<file path="src/rtl/vx_cache_dispatch_pkg.sv">
// vx_cache_dispatch_pkg: width helpers, the FSM state type and bank selection for the core-request dispatcher.
package vx_cache_dispatch_pkg;

   typedef enum logic {IDLE, DISPATCH} state_e;

   function automatic int line_sel_bits(input int line_size, input int word_size);
      return $clog2(line_size / word_size);
   endfunction

   function automatic int bank_sel_bits(input int num_banks);
      return $clog2(num_banks);
   endfunction

   function automatic int req_idx_bits(input int num_requests);
      return num_requests > 1 ? $clog2(num_requests) : 1;
   endfunction

   // With a single bank the mask collapses to zero, so every lane lands on bank 0.
   function automatic int bank_select(input logic [63:0] addr, input int lsb, input int num_banks);
      return int'((addr >> lsb) & 64'(num_banks - 1));
   endfunction

endpackage

</file>
<file path="src/rtl/vx_rr_pick.sv">
// vx_rr_pick: picks one requester from a mask, round-robin from ptr or fixed lowest-index priority.
module vx_rr_pick #(
   parameter int N  = 4,
   parameter int W  = 2,
   parameter bit RR = 1'b1
) (
   input  logic [N-1:0] mask,
   input  logic [W-1:0] ptr,
   output logic [W-1:0] grant,
   output logic         valid
);

   logic [W-1:0] base;

   assign base  = RR ? ptr : '0;
   assign valid = |mask;

   // Scanning from the far end lets the smallest offset from base win.
   always_comb begin
      grant = '0;
      for (int k = N - 1; k >= 0; k--)
         if (mask[(int'(base) + k) % N]) grant = W'((int'(base) + k) % N);
   end

endmodule

</file>
<file path="src/rtl/vx_cache_core_req_bank_dispatch.sv">
// vx_cache_core_req_bank_dispatch: captures a multi-lane core request batch and steers each lane
// to its bank, serialising same-bank conflicts with per-bank arbitration.
module vx_cache_core_req_bank_dispatch
   import vx_cache_dispatch_pkg::*;
#(
   parameter int  BANK_LINE_SIZE  = 16,
   parameter int  WORD_SIZE       = 4,
   parameter int  NUM_BANKS       = 4,
   parameter int  NUM_REQUESTS    = 4,
   parameter int  WORD_ADDR_WIDTH = 30,
   parameter int  TAG_WIDTH       = 8,
   parameter bit  ARB_RR          = 1'b1,
   localparam int LINE_SEL_BITS   = line_sel_bits(BANK_LINE_SIZE, WORD_SIZE),
   localparam int BANK_SEL_BITS   = bank_sel_bits(NUM_BANKS),
   localparam int REQ_IDX_BITS    = req_idx_bits(NUM_REQUESTS)
) (
   input  logic                                          clk,
   input  logic                                          reset,
   input  logic [NUM_REQUESTS-1:0]                       core_req_valid,
   input  logic [NUM_REQUESTS-1:0][WORD_ADDR_WIDTH-1:0]  core_req_addr,
   input  logic [TAG_WIDTH-1:0]                          core_req_tag,
   output logic                                          core_req_ready,
   output logic [NUM_BANKS-1:0]                          per_bank_valid,
   output logic [NUM_BANKS-1:0][REQ_IDX_BITS-1:0]        per_bank_req_idx,
   output logic [NUM_BANKS-1:0][WORD_ADDR_WIDTH-1:0]     per_bank_addr,
   output logic [NUM_BANKS-1:0][TAG_WIDTH-1:0]           per_bank_tag,
   input  logic [NUM_BANKS-1:0]                          per_bank_ready,
   output logic                                          busy,
   output logic [31:0]                                   conflict_cycles
);

   localparam int BW = BANK_SEL_BITS > 0 ? BANK_SEL_BITS : 1;

   state_e                                        state, state_next;
   logic [NUM_REQUESTS-1:0]                       pending, pending_next, clr;
   logic [NUM_REQUESTS-1:0][WORD_ADDR_WIDTH-1:0]  addr_q;
   logic [NUM_REQUESTS-1:0][BW-1:0]               bank_q;
   logic [TAG_WIDTH-1:0]                          tag_q;
   logic [NUM_BANKS-1:0][REQ_IDX_BITS-1:0]        rr_ptr, grant;
   logic [NUM_BANKS-1:0][NUM_REQUESTS-1:0]        bank_mask;
   logic [NUM_BANKS-1:0]                          fire, more;
   logic                                          accept;

   // more[b]: bank b fires while another of its lanes still waits behind the grant.
   always_comb begin
      bank_mask = '0;
      clr       = '0;
      fire      = '0;
      more      = '0;
      for (int b = 0; b < NUM_BANKS; b++) begin
         for (int i = 0; i < NUM_REQUESTS; i++)
            bank_mask[b][i] = pending[i] & (int'(bank_q[i]) == b);
         fire[b] = per_bank_valid[b] & per_bank_ready[b];
         if (fire[b]) clr[grant[b]] = 1'b1;
         more[b] = fire[b] & |(bank_mask[b] & ~(NUM_REQUESTS'(1) << grant[b]));
      end
   end

   assign pending_next   = pending & ~clr;
   assign core_req_ready = (state == IDLE) | ((state == DISPATCH) & (pending_next == '0));
   assign accept         = |core_req_valid & core_req_ready;
   assign busy           = (state == DISPATCH);

   always_comb begin
      state_next = state;
      if (accept) state_next = DISPATCH;
      else if (pending_next == '0) state_next = IDLE;
   end

   for (genvar b = 0; b < NUM_BANKS; b++) begin : g_bank
      vx_rr_pick #(
         .N  (NUM_REQUESTS),
         .W  (REQ_IDX_BITS),
         .RR (ARB_RR)
      ) u_pick (
         .mask  (bank_mask[b]),
         .ptr   (rr_ptr[b]),
         .grant (grant[b]),
         .valid (per_bank_valid[b])
      );
      assign per_bank_req_idx[b] = grant[b];
      assign per_bank_addr[b]    = addr_q[grant[b]];
      assign per_bank_tag[b]     = tag_q;
   end

   always_ff @(posedge clk or negedge reset) begin
      if (!reset) state <= IDLE;
      else state <= state_next;
   end

   always_ff @(posedge clk or negedge reset) begin
      if (!reset) begin
         pending         <= '0;
         addr_q          <= '0;
         bank_q          <= '0;
         tag_q           <= '0;
         rr_ptr          <= '0;
         conflict_cycles <= '0;
      end else begin
         pending <= accept ? core_req_valid : pending_next;
         if (accept) begin
            tag_q <= core_req_tag;
            for (int i = 0; i < NUM_REQUESTS; i++) begin
               addr_q[i] <= core_req_addr[i];
               bank_q[i] <= BW'(bank_select(64'(core_req_addr[i]), LINE_SEL_BITS, NUM_BANKS));
            end
         end
         for (int b = 0; b < NUM_BANKS; b++)
            if (fire[b]) rr_ptr[b] <= REQ_IDX_BITS'((int'(grant[b]) + 1) % NUM_REQUESTS);
         if (|more && conflict_cycles != '1) conflict_cycles <= conflict_cycles + 32'd1;
      end
   end

endmodule
</file>
<file path="config.mk">
export PLATFORM = sky130hd
export DESIGN_NAME = vx_cache_core_req_bank_dispatch
export DESIGN_NICKNAME = d
export VERILOG_FILES = /design/src/rtl/vx_cache_dispatch_pkg.sv /design/src/rtl/vx_rr_pick.sv /design/src/rtl/vx_cache_core_req_bank_dispatch.sv
export SDC_FILE = /design/constraint.sdc
export NUM_CORES = 1
export LEC_CHECK = 0
export BUFFER_PORTS_ARGS = -buffer_cell sky130_fd_sc_hd__buf_2
export CAP_MARGIN = 20
export CORE_AREA = 2 2 232 234
export DETAILED_ROUTE_END_ITERATION = 10
export DIE_AREA = 0 0 234 236
export PLACE_DENSITY = 0.56
export REMOVE_ABC_BUFFERS = 1
export SLEW_MARGIN = 25
export SYNTH_ARGS = -nofsm -noshare
export SYNTH_HDL_FRONTEND = slang
export SYNTH_SLANG_ARGS = --single-unit
</file>
<file path="constraint.sdc">
create_clock -name clk -period 8.4 [get_ports clk]
set_clock_uncertainty 0.2 [all_clocks]
set_input_delay 2.1 -clock clk [delete_from_list [all_inputs] [get_ports clk]]
set_output_delay 2.1 -clock clk [all_outputs]
set_load 0.02 [all_outputs]
</file>
Word level (Yosys, flattened, before mapping)

Index checks and enable logic that the tools add are counted.

Equality and inequality tests: 13
Reductions and logical operators: 33
Order comparisons: 24
Shift-type cells: 4
Muxes and demuxes: 83
Add/subtract/negate cells: 17
Bitwise logic cells: 53

Operator list:

| kind                  | count |
|---|---|
| $bmux 30 s2           | 4 |
| $mux 30               | 4 |
| $lt 3x4->1 const B    | 12 |
| $reduce_or 4->1       | 10 |
| $mux 1                | 34 |
| $add 32x1->32 const B | 1 |
| $bmux 1 s2            | 16 |
| $mux 2                | 16 |
| $ne 32x32->1 const B  | 1 |
| $and 1x1->1           | 26 |
| $lt 2x3->1 const B    | 8 |
| $reduce_or 2->1       | 12 |
| $and 4x4->4           | 5 |
| $mux 4                | 5 |
| $not 4->4             | 5 |
| $add 2x1->2 const B   | 8 |
| $add 2x2->2 const B   | 8 |
| $eq 2x2->1 const B    | 8 |
| $shl 1x2->4 const A   | 4 |
| $and 1x1->1 const A   | 12 |
| $or 4x4->4            | 3 |
| $demux 1 s2           | 4 |
| $eq 2x1->1 const B    | 4 |
| $ge 2x1->1 const B    | 4 |
| 6 further kinds       | 13 |

Output and inout bits: 198
Word-level logic and storage cells: 243
Register bits after elaboration: 181

Depth between registers and ports, before layout

Depth after elaboration: 28
Gate-level depth with buffers: 18
Mapped depth without buffers: 13

Cells and area by module

From an unflattened synthesis, not the netlist that was laid out.

Cells, all modules: 771
Area total of the unflattened synthesis: 11247.0 µm²

Modules (own cells, without submodules):

| module                          | cells an instance | instances | area each (µm²) | seq. area each (µm²) |
|---|---|---|---|---|
| vx_cache_core_req_bank_dispatch | 719               | 1         | 10936.7         | 4329.2 |
| vx_rr_pick                      | 13                | 4         | 77.6            | 0.0 |

Least setup slack after synthesis

OpenSTA, ideal clock, no wires.

Path kind: reg2out
Start point: reg, netlist name addr_q[2]
End point: out core_req_ready
Stages on the path, launching flop included: 16
Path buffers: 4
Slack: 2.738 ns
Arrival time: 3.362 ns
Data required time: 6.100 ns
Cell sequence: dfrtp_1 -> buf_6 -> clkbuf_1 -> nand4_1 -> nand2_1 -> a21o_1 -> a21oi_1 -> clkbuf_1 -> clkbuf_1 -> inv_1 -> ha_1 -> a211oi_1 -> and4_1 -> nor3_1 -> a21boi_1 -> inv_1

RTL lines:

| element       | line                                  | RTL |
|---|---|---|
| end, declared | vx_cache_core_req_bank_dispatch.sv:22 | `output logic core_req_ready,` |

==> impl_metrics.tcl <==
set metrics [dict create \
    die_x_um 234 \
    dpl.cell_count 2860 \
    die-height_um 236 \
    drc_errors 0 \
    initial_core_util_pct 29.5 \
    rsz0062_at_grt "no" \
    grt-ovfl-total 0 \
    ys.flop_type "dfrtp_1" \
    cp_num_buf_inv 4 \
    grt_max_degree 125 \
    gp_congestion 0.863 \
    hp-class "reg -> reg" \
    vias_per_cell 5.85 \
    worstSetupEndpointType "output port" \
    drt-total-wl_um 61200 \
    slew_viol_final 0 \
    ys_seq_area_share_pct 27.7 \
    numCtsBuffers 17 \
    drt_first_pass_iters 6 \
    cp_slowest_cell "dfrtp_1" \
    hold_buffers 0 \
    syn_avg_cell_area_um2 7.63 \
    cp_top_family "buffers and inverters" \
    reg2reg_depth 14 \
    max_freq_mhz 156 \
    status "finished, final reports clean" \
    power_density_nw_per_um2 521 \
    cts_tree "done" \
    crit_arrival_ns 4.11 \
    cpPeakStageDelay_ns 0.71 \
    switchingPower_mw 5.43 \
    synth_edf_count 0 \
    layout-drive-gt1-share_pct 19.2 \
    layout_min_cycle_time_ns 6.41 \
    cts.reportedPaths.clkPinSlew_ns 0.08 \
    wl_per_cell_um 21.1 \
    vias 16948 \
    grt_pass1_vias 15898 \
    cts_resized 0 \
    synth_cell_types 66 \
    cts_setup_buffers 0 \
    clk_path_buf_depth 2 \
    min_path_cells 1 \
    post-route-period-util_pct 76.3 \
    path_class "reg -> out" \
    setup_ws_ns 1.99 \
    sw_frac_of_total_pct 58.1 \
    worstPathCellList "nand3b_1, nor2_1, o21ai_0, nand2_1, a22oi_2, buf_4, inv_1, ha_1, a21boi_0, and3_1, nor3_2, a21boi_1, inv_1, buf_2" \
    layout_commonest_cell "nand2_1" \
    synthTopCellsByArea "dfrtp_1, mux2i_1, nand3_1" \
    root_buffer "clkbuf_16" \
    syn-instance-count 2050 \
    layout.nets 2331 \
    seqPwrFrac_pct 20.7 \
    clk_latency_ns 0.50 \
    yosysTopAreaCellShare_pct 27.7 \
    cp_max_fo 32 \
    p_leak_nw 7.82 \
    critPathLaunchType "register" \
    h-tree-depth 4 \
    synth_area_um2 15600 \
    worstMarginPinSlew_ns 1.12 \
    crit_required_ns 6.10 \
    clkSinkCount 173 \
    clockPowerShare_pct 9.1 \
    antenna_found_initial 13 \
    pre_cts_ws_ns 2.42 \
    row_count 85 \
    p_int_mw 3.92 \
    cpMostUsedCell "inv_1" \
    final_cell_mix "nand2_1, buf_2, nand3_1" \
    drt_iter0_drc 1374 \
    hpwl_um 38000 \
    ys_warn_count 0 \
    slew-limit-headroom_pct 25.2 \
    grt_pass1_wl_um 93400 \
    yosys.area.top_type "dfrtp_1" \
    ys_ff_latch 173 \
    grt_use_total_pct 21.4 \
    ant_nets 0 \
    core_um2 53100 \
    synthArstFlopShare_pct 100 \
    io_buffers 335 \
    combPwrFrac_pct 70.2 \
    setup_viol 0 \
    rrSetupSlack_ns 3.20 \
    worst-path-stages 14 \
    hold_viol_final 0 \
    area_growth_pct 14.8 \
    instances_no_fill 2898 \
    peakVddDrop_mv 0.211 \
    dieArea_um2 55200 \
    num_io_pins 336 \
    drv_cap 0 \
]
[cells by family after synthesis]
logic type	count (synthesis)	synth area share (%)
xor+xnor	31	1.78
buf+inv	269	8.22
simple gates	1041	35.2
mux	200	12.8
flops	173	27.7
fa+ha+maj	11	0.848
compound gates	325	13.5
[worst paths after layout]
kind / start / to
max reg2reg: addr_q[2]$_DFFE_PN0P_ / addr_q[53]$_DFFE_PN0P_
min: conflict_cycles[7]$_DFFE_PN0P_ / conflict_cycles[7]$_DFFE_PN0P_
max in group asynchronous: reset / addr_q[91]$_DFFE_PN0P_
min in group asynchronous: reset / rr_ptr[1]$_DFFE_PN0P_
max: addr_q[2]$_DFFE_PN0P_ / core_req_ready
min reg2reg: conflict_cycles[7]$_DFFE_PN0P_ / conflict_cycles[7]$_DFFE_PN0P_
[metal layers]
layer  part of all wire (%)  global-route usage (%)  up-vias  wire length, um
li1                       -                       -     7812                -
met1                     44                    28.5     8363            26900
met2                     46                    34.3      659            28400
met3                    7.7                    5.34       96             4690
met4                    1.8                    6.02       18             1070
met5                   0.19                       0        -              116
[metrics by stage]
step	total power, mW	TNS [ns]	area (um2)	hold WS, ns	utilization (%)
final	9.35	0	18000	0.287	33.8
after global routing	9.98	0	17900	0.304	33.8
after CTS	9.35	0	17900	0.293	33.8
after detailed placement	8.47	0	17300	0.282	32.7
after global placement	8.31	0	17300	0.275	32.6
after floorplan	6.34	-655.26	14400	0.278	-
[power by group through the flow]
stage                     Clock (mW)  Sequential [mW]  Combinational (mW)
after floorplan                    0             1.86                4.48
after global placement             0             1.88                6.42
after detailed placement           0             1.93                6.54
after CTS                      0.881             1.92                6.55
after global routing           0.904             2.02                7.05
final                          0.855             1.93                6.56
[cell type report]
type,count,area (um2)
timing repair buffer,364,1930
multi-input combinational,1608,10200
fill,5521,35100
clock inverter,15,156
antenna,5,12.5
sequential,173,4330
clock buffer,17,425
tap,696,871
inverter,20,75.1
[cell usage after synthesis (all sizes together) (23+ instances only)]
master,count
clkbuf,138
mux2i,197
buf,111
nand3b,137
nor2b,28
a211oi,57
a21oi,47
nand3,281
o21ai,24
nand4,138
and2,30
nand2,339
dfrtp,173
a31oi,159
nor2,23
[worst register-to-register path: stages, from the launching register on]
cell      delay (ns)
dfrtp_1         0.71
nand3b_1        0.28
nor2_1          0.06
a21oi_1         0.12
nor2_1          0.08
a221oi_4        0.18
buf_4           0.66
ha_1            0.31
a21boi_0        0.12
and3_1          0.23
nor3_2          0.21
buf_4           0.72
buf_4           0.87
nand4_1         0.26
nand3_1         0.12
[state kept, by name, summed over array words and instances, names as in the netlist]
name             count
busy                 1
tag_q                8
conflict_cycles     32
rr_ptr               8
pending              4
addr_q             120
Power figures use the tool's default switching activity.
